$ cat config.mk
export PLATFORM = sky130hd
export DESIGN_NAME = pixel_mem_sched
export DESIGN_NICKNAME = d
export VERILOG_FILES = /design/src/rtl/pix_mem_pkg.sv /design/src/rtl/pix_bank_decode.sv /design/src/rtl/pixel_mem_sched.sv
export SDC_FILE = /design/constraint.sdc
export NUM_CORES = 1
export LEC_CHECK = 0
export ABC_AREA = 0
export ABC_CLOCK_PERIOD_IN_PS = 2920
export CAP_MARGIN = 20
export CORE_AREA = 2 2 97 99
export DETAILED_ROUTE_END_ITERATION = 10
export DIE_AREA = 0 0 99 101
export PLACE_DENSITY = 0.76
export SETUP_SLACK_MARGIN = 0.5
export SYNTH_ARGS = -nofsm -noshare
export SYNTH_HDL_FRONTEND = slang
export SYNTH_SLANG_ARGS = --single-unit
$ cat constraint.sdc
create_clock -name clk -period 2.92 [get_ports clk]
set_input_delay 0.438 -clock clk [delete_from_list [all_inputs] [get_ports clk]]
set_output_delay 0.438 -clock clk [all_outputs]
set_load 0.05 [all_outputs]
$ cat src/rtl/pix_mem_pkg.sv
// Shared constants and FSM state type for the pixel memory scheduler.
// The round-robin option in the top level is selected with PIX_MEM_RR_EN.
package pix_mem_pkg;

  localparam int BANK_DEPTH      = 65000;
  localparam int NUM_BANKS       = 10;
  localparam int LAST_BANK_DEPTH = 29392;
  localparam int TOTAL_PIXELS    = 614392;
  localparam int OUT_DEPTH       = 65000;

  localparam int ADDR_W = 20;
  localparam int BANK_W = 4;
  localparam int OFF_W  = 16;
  localparam int TAG_W  = 7;
  localparam int PIX_W  = 8;

  typedef enum logic [1:0] {
    IDLE  = 2'd0,
    LOAD  = 2'd1,
    RESP  = 2'd2,
    FLUSH = 2'd3
  } state_t;

endpackage

$ cat src/rtl/pix_bank_decode.sv
// Combinational split of a linear pixel address into bank number and in-bank offset.
// Out-of-range addresses report bank 0 / offset 0 with the out_of_range flag set.
module pix_bank_decode
  import pix_mem_pkg::*;
(
  input  logic [ADDR_W-1:0] addr,
  output logic [BANK_W-1:0] bank,
  output logic [OFF_W-1:0]  off,
  output logic              out_of_range
);

  logic [ADDR_W-1:0] base;

  // Compare against each bank boundary instead of dividing by 65000.
  always_comb begin
    bank = '0;
    base = '0;
    for (int i = 1; i < NUM_BANKS; i++) begin
      if (addr >= ADDR_W'(i * BANK_DEPTH)) begin
        bank = BANK_W'(i);
        base = ADDR_W'(i * BANK_DEPTH);
      end
    end
    out_of_range = (addr >= ADDR_W'(TOTAL_PIXELS));
    off = OFF_W'(addr - base);
    if (out_of_range) begin
      bank = '0;
      off  = '0;
    end
  end

endmodule

$ cat src/rtl/pixel_mem_sched.sv
// Single-transaction scheduler between pixel loads (banked source memory) and output-buffer stores.
// Define PIX_MEM_RR_EN for round-robin arbitration; otherwise loads have fixed priority.
module pixel_mem_sched
  import pix_mem_pkg::*;
(
  input  logic              clk,
  input  logic              rst,
  input  logic              ld_req,
  input  logic [ADDR_W-1:0] ld_addr,
  input  logic [TAG_W-1:0]  ld_rd,
  input  logic              st_req,
  input  logic [PIX_W-1:0]  st_data,
  output logic              ld_gnt,
  output logic              st_gnt,
  output logic              stall,
  output logic              bank_rd_en,
  output logic [BANK_W-1:0] bank_sel,
  output logic [OFF_W-1:0]  bank_off,
  input  logic [PIX_W-1:0]  bank_rdata,
  output logic              ld_valid,
  output logic [31:0]       ld_data,
  output logic [TAG_W-1:0]  ld_rd_out,
  output logic              ld_wren,
  output logic              ld_err,
  output logic              out_we,
  output logic [OFF_W-1:0]  out_addr,
  output logic [PIX_W-1:0]  out_wdata,
  output logic              out_flush
);

  state_t            state, state_next;
  logic [OFF_W-1:0]  wr_cnt;
  logic [TAG_W-1:0]  tag_q;
  logic [BANK_W-1:0] sel_q;
  logic [OFF_W-1:0]  off_q;
  logic              err_q;
  logic [BANK_W-1:0] dec_bank;
  logic [OFF_W-1:0]  dec_off;
  logic              dec_oor;
  logic              load_first, load_win, store_win, buf_full;

  pix_bank_decode u_decode (
    .addr         (ld_addr),
    .bank         (dec_bank),
    .off          (dec_off),
    .out_of_range (dec_oor)
  );

`ifdef PIX_MEM_RR_EN
  logic rr_store;

  // Pointer names the requester that wins the next contention; it moves away from whoever was just granted.
  always_ff @(posedge clk or posedge rst) begin
    if (rst) begin
      rr_store <= 1'b0;
    end else if (load_win) begin
      rr_store <= 1'b1;
    end else if (store_win) begin
      rr_store <= 1'b0;
    end
  end

  assign load_first = !rr_store;
`else
  assign load_first = 1'b1;
`endif

  assign load_win  = (state == IDLE) && ld_req && (!st_req || load_first);
  assign store_win = (state == IDLE) && st_req && !load_win;
  assign buf_full  = (wr_cnt == OFF_W'(OUT_DEPTH - 1));

  always_ff @(posedge clk or posedge rst) begin
    if (rst) begin
      state <= IDLE;
    end else begin
      state <= state_next;
    end
  end

  always_comb begin
    state_next = state;
    case (state)
      IDLE: begin
        if (load_win) begin
          state_next = LOAD;
        end else if (store_win && buf_full) begin
          state_next = FLUSH;
        end
      end
      LOAD:    state_next = RESP;
      RESP:    state_next = IDLE;
      FLUSH:   state_next = IDLE;
      default: state_next = IDLE;
    endcase
  end

  always_ff @(posedge clk or posedge rst) begin
    if (rst) begin
      wr_cnt <= '0;
      tag_q  <= '0;
      sel_q  <= '0;
      off_q  <= '0;
      err_q  <= 1'b0;
    end else begin
      if (load_win) begin
        tag_q <= ld_rd;
        sel_q <= dec_bank;
        off_q <= dec_off;
        err_q <= dec_oor;
      end
      if (store_win) begin
        wr_cnt <= buf_full ? '0 : wr_cnt + 1'b1;
      end
    end
  end

  assign bank_sel = sel_q;
  assign bank_off = off_q;

  // Outputs are held low while reset is asserted so nothing leaks out during an abort.
  always_comb begin
    ld_gnt     = 1'b0;
    st_gnt     = 1'b0;
    bank_rd_en = 1'b0;
    ld_valid   = 1'b0;
    ld_data    = '0;
    ld_rd_out  = '0;
    ld_wren    = 1'b0;
    ld_err     = 1'b0;
    out_we     = 1'b0;
    out_addr   = '0;
    out_wdata  = '0;
    out_flush  = 1'b0;
    if (!rst) begin
      case (state)
        IDLE: begin
          ld_gnt = load_win;
          st_gnt = store_win;
          out_we = store_win;
          if (store_win) begin
            out_addr  = wr_cnt;
            out_wdata = st_data;
          end
        end
        LOAD: bank_rd_en = !err_q;
        RESP: begin
          ld_valid  = 1'b1;
          ld_wren   = !err_q;
          ld_err    = err_q;
          ld_rd_out = tag_q;
          if (!err_q) begin
            ld_data = {24'b0, bank_rdata};
          end
        end
        FLUSH:   out_flush = 1'b1;
        default: ;
      endcase
    end
    stall = !rst && ((ld_req && !ld_gnt) || (st_req && !st_gnt));
  end

endmodule

Word-level counts from Yosys, hierarchy flattened
Index checks and enable logic that the tools add are counted.
- equal/unequal tests: 5
- add/subtract/negate cells: 2
- reductions and logical operators: 15
- order comparisons: 10
- mux-type cells: 49
- operators by type and width (kind ; count):
    16-bit 2-to-1 mux ; 14
    20-bit by 19-bit >= comparator with 1-bit output, second input constant ; 4
    8-bit 2-to-1 mux ; 6
    20-bit by 18-bit >= comparator with 1-bit output, second input constant ; 2
    20-bit >= comparator, second input constant ; 2
    20-bit by 16-bit >= comparator with 1-bit output, second input constant ; 1
    20-bit by 17-bit >= comparator with 1-bit output, second input constant ; 1
    16-bit by 1-bit adder with 16-bit output, second input constant ; 1
    16-bit equality test, second input constant ; 1
    16-bit subtractor ; 1
    1-bit 2-to-1 mux ; 15
    7-bit 2-to-1 mux ; 2
    3-bit 2-to-1 mux ; 4
    4-bit 2-to-1 mux ; 3
    2-bit 2-to-1 mux ; 4
    1-bit logical AND ; 7
    2-bit one-hot mux with 3 select lines ; 1
    1-bit logical NOT ; 5
    2-bit equality test, second input constant ; 2
    3-bit by 2-bit inequality test with 1-bit output, second input constant ; 1
    2-bit by 1-bit equality test with 1-bit output, second input constant ; 1
    2-bit logical NOT ; 1
    2-bit OR reduction ; 1
    1-bit logical OR ; 1
- input bits: 47
- flip-flop bits (word level): 46
- output and inout port bits: 92

Longest topological paths before layout
- depth in word-level cells: 12
- depth in mapped cells: 16

Cells and area by module
From an unflattened synthesis, not the netlist that was laid out.
- cell total of the unflattened synthesis: 415
- area total of the unflattened synthesis: 3704.8 um^2
- modules (own cells, without submodules) (module ; times used ; area each (um^2) ; cells an instance ; seq. area each (um^2)):
    pixel_mem_sched ; 1 ; 2508.7 ; 239 ; 1151.1
    pix_bank_decode ; 1 ; 1196.1 ; 176 ; 0.0

Worst setup path after synthesis
Ideal clock, no wire load.
- kind: input to register
- start: input ld_addr[8]
- end: register off_q[15], in the netlist bank_off[15]
- data required time: 2.799 ns
- data arrival time: 3.474 ns
- stages on the path: 16
- path slack: -0.675 ns
- path buffers: 1
- cells stage by stage: buf_4 > a311oi_1 > o21ai_0 > a311o_1 > o21ai_1 > nor2_1 > o21ai_0 > ha_1 > inv_1 > fa_1 > a211oi_1 > o21ai_0 > a2111oi_0 > nor3_1 > xnor2_1 > a22o_1
- word-level cells in the longest chain between the ends: 12
- elaborated cells between the ends (all ways): 21
- those cells by class: add/sub: 1; order compare: 10; mux: 10
- RTL lines (item ; line ; source):
    start: declaration ; pixel_mem_sched.sv:9 ; input logic [ADDR_W-1:0] ld_addr,
    20-bit by 16-bit >= comparator with 1-bit output ; pix_bank_decode.sv:19 ; if (addr >= ADDR_W'(i * BANK_DEPTH)) begin
    16-bit 2-to-1 mux (9 in a row) ; pix_bank_decode.sv:19 ;
    16-bit subtractor ; pix_bank_decode.sv:25 ; off = OFF_W'(addr - base);
    16-bit 2-to-1 mux * ; pix_bank_decode.sv:26 ; if (out_of_range) begin
    end signal: assignment ; pixel_mem_sched.sv:108 ; off_q <= dec_off;
    end: declaration ; pixel_mem_sched.sv:35 ; logic [OFF_W-1:0] off_q;
Every way passes the cells marked *; elsewhere a longest branch is shown, timed or not.
A chain may end at the register's enable or synchronous reset.

Final worst setup path
- start: input ld_addr[13]
- end: register off_q[15], in the netlist bank_off[15]
The elaborated chain is that of the path after synthesis.

==> impl_metrics.toml <==
[floorplanning]
start_util_pct = 39.1
core_area_mm2 = 0.00898
die_h_um = 101
dieArea_mm2 = 0.0100
fp-row-count = 35
die_x_um = 99
pin_count = 139

[critical_path]
crit_arrival_ps = 3330
crit_fanout = 3
reg2reg_depth = 5
cpMaxStageDelayCell = "fa_2"
path_class = "in -> reg"
slowest_delay_ps = 370
reg2reg_slack_ps = 1010
timing.rr.end = "bank_sel[0]$_DFFE_PP0P_"
setup.worst_path.start_class = "primary input"
cp_cell_sequence = "buf_6 -> and3_4 -> and3_4 -> a311o_1 -> o21ai_1 -> nor2_2 -> o21ai_2 -> ha_2 -> inv_2 -> fa_2 -> a211oi_4 -> o21ai_2 -> a2111oi_2 -> nor3_1 -> xnor2_1 -> a22o_1"
r2r-start = "state[1]$_DFFE_PP0P_"
cp-end-kind = "flop"
required_ps = 3110

[global_route]
gr-total-overflow = 0
grt_use_total_pct = 20.5
grt_start_max_net_pins = 42
grt_pass1_vias = 3666
grt_first_pass_wirelength_mm = 17.2
antenna_found_initial = 0

[power]
peakVddDrop_v = 0.000226
p_sw_w = 0.00112
sw_frac_of_total_pct = 42.2
power_w = 0.00266
pwr-share-comb_pct = 51.9
seqPwrFrac_pct = 33.1
powerDensity_mw_per_mm2 = 436
intPower_w = 0.00154
leakage_nw = 2.84
clkPwrFrac_pct = 15.0

[detailed_routing]
wl_per_cell_um = 15.3
drt_pre_antenna_iters = 4
vias = 3693
viasPerCell = 5.29
drt_iter0_markers = 151
drt-total-wl_mm = 10.7
drc = 0
drtAntennaViolNets = 0

[placed_design]
place_ws_ps = -1030
placed_cell_area_mm2 = 0.00564
place.gp.congestion = 0.926
dp_hpwl_mm = 8.10
numPortBuffers = 114

[min_path]
min_path_type = "reg -> reg"
hold_path_startpoint = "bank_sel[2]$_DFFE_PP0P_"
hold_depth = 2
min_to = "bank_sel[2]$_DFFE_PP0P_"

[final_layout]
area_growth_pct = 73.8
nNetsFinal = 648
fill_cells = 673
antenna_cells = 0
final_common_cell = "buf_4"
multiInputGateArea_mm2 = 0.00239
most-common-layout-cells = "buf_4 (79), clkdlybuf4s50_1 (49), dfrtp_1 (46), buf_12 (46), and3_1 (36)"
drive_gt1_share_pct = 39.7
postLayoutCellArea_mm2 = 0.00610
ff_latch_area_mm2 = 0.00115

[sta]
setup_ws_ps = -224
worstMarginPinSlew_ps = 522
fin_crit_ps = 3140
finalClockSkew_ps = 5.63
rsz0062_at_grt = "true"
drv_slew = 0
timing.final.crit_share_pct = 108
setup_violations = 7
hold_viol_final = 0
slew_headroom_pct = 65.1
fmax_mhz = 318

[logic_synthesis]
yosysTopAreaCell = "dfrtp_1"
synth-seq-cells = 46
yosys_most_used_dff = "dfrtp_1"
ys_types = 68
synth_seq_area_share_pct = 32.8
async_flop_share_pct = 100
synth_top_area_share_pct = 32.8
syn_avg_cell_area_um2 = 8.87
syn_area_mm2 = 0.00351
ys_warn_count = 0
syn_inst = 396
synthTopCellsByArea = "dfrtp_1 (33%), and3_1 (6.9%), buf_4 (5.6%)"
synth_edf_count = 0

[clock_tree]
cts_tree = "yes"
cts_buffers = 5
clock_path_buffers = 2
insertion_delay_ps = 290
clkTransAtPathRegs_ps = 80
h-tree-depth = 2
cts_sinks = 46
hold_buffers = 0
root_buffer = "clkbuf_8"

[outcome]
violations = "negative setup slack"
status = "complete, but fails checks"

[run]
cap_violations = 0
## timing repair
item,4_1_cts,5_1_grt
gates resized for setup,93,45
setup endpoints to repair,14,14
setup buffers,14,6
endpoints found under the hold margin,0,0
pin swaps,31,38
## how the worst max path moves through the flow
stage / startpoint / to / slack, ps / cells after the start
3_5_place_dp: ld_addr[6] / bank_off[15]$_DFFE_PP0P_ / -1030 / 16
5_1_grt: ld_addr[8] / bank_off[9]$_DFFE_PP0P_ / -360 / 19
2_1_floorplan: ld_addr[8] / bank_off[15]$_DFFE_PP0P_ / -390 / 16
4_1_cts: ld_addr[13] / bank_off[9]$_DFFE_PP0P_ / -320 / 19
6_report: ld_addr[13] / bank_off[15]$_DFFE_PP0P_ / -220 / 16
3_3_place_gp: ld_addr[6] / bank_off[15]$_DFFE_PP0P_ / -970 / 16
## cells in the mapped netlist, drive strengths merged, types with 11 or more instances
cell     n
dfrtp   46
and3    40
and2    12
nand2   32
a21oi   12
buf     33
o21ai   29
inv     11
xnor2   12
ha      14
nor2    25
xor2    11
clkbuf  13
## area by class of cell
type	count	share of cell area (%)
multi-input cells	316	39.1
repair buffers	206	37.5
flip-flops and latches	46	18.9
well taps	111	2.28
clock buffers	6	1.35
inverters	11	0.676
clock inverters	2	0.205
## stage by stage
| step | instances | setup TNS [ps] | util (%) | hold slack [ps] |
|---|---|---|---|---|
| floorplan | 419 | -496 | - | 471 |
| global placement | 670 | -6630 | 62.8 | 468 |
| detailed placement | 670 | -7030 | 62.8 | 471 |
| CTS | 692 | -1240 | 65.8 | 491 |
| global route | 698 | -1740 | 68.0 | 511 |
| finish | 698 | -889 | 68.0 | 489 |
## critical path: cells and delay by family
family                     cells  cell delay (ps)
AOI/OAI and AO/OA              7             1490
xor gates and xnor gates       1              140
adders and majority gates      2              580
buffers and inverters          2              130
and+or+nand+nor                4              540
## flip-flops by register name, summed over array words and instances, names as in the netlist
register,flops
state,2
bank_off,16
wr_cnt,16
err_q,1
bank_sel,4
tag_q,7
## cells by family (layout without fill, tap and decap cells)
logic type                 after synthesis  after routing  synth area share, %
adders and majority gates               15             15                 5.56
AOI/OAI and AO/OA                       94             94                 18.6
muxes                                    8              8                 2.53
DFF                                     46             46                 32.8
buffers and inverters                   57            225                 9.44
other                                    1             24                0.107
and+or+nand+nor                        152            152                 25.0
xor gates and xnor gates                23             23                 5.95
## power by group through the flow
stage / logic [W] / clock network, W / registers [W]
2_1_floorplan: 0.000554 / 0 / 0.00111
3_3_place_gp: 0.00124 / 0 / 0.000882
3_5_place_dp: 0.00127 / 0 / 0.000893
4_1_cts: 0.00132 / 0.000407 / 0.000880
5_1_grt: 0.00147 / 0.000427 / 0.000901
6_report: 0.00138 / 0.000399 / 0.000882
## routing by layer
layer / global-route usage [%] / vias to the layer above / wire length, um
met2: 40.1 / 128 / 5820
met4: 4.00 / 0 / 203
met1: 23.7 / 1784 / 4140
met3: 3.05 / 19 / 550
li1: - / 1762 / -
met5: 0 / - / 0
No activity file was read; power rests on OpenSTA's default activity.
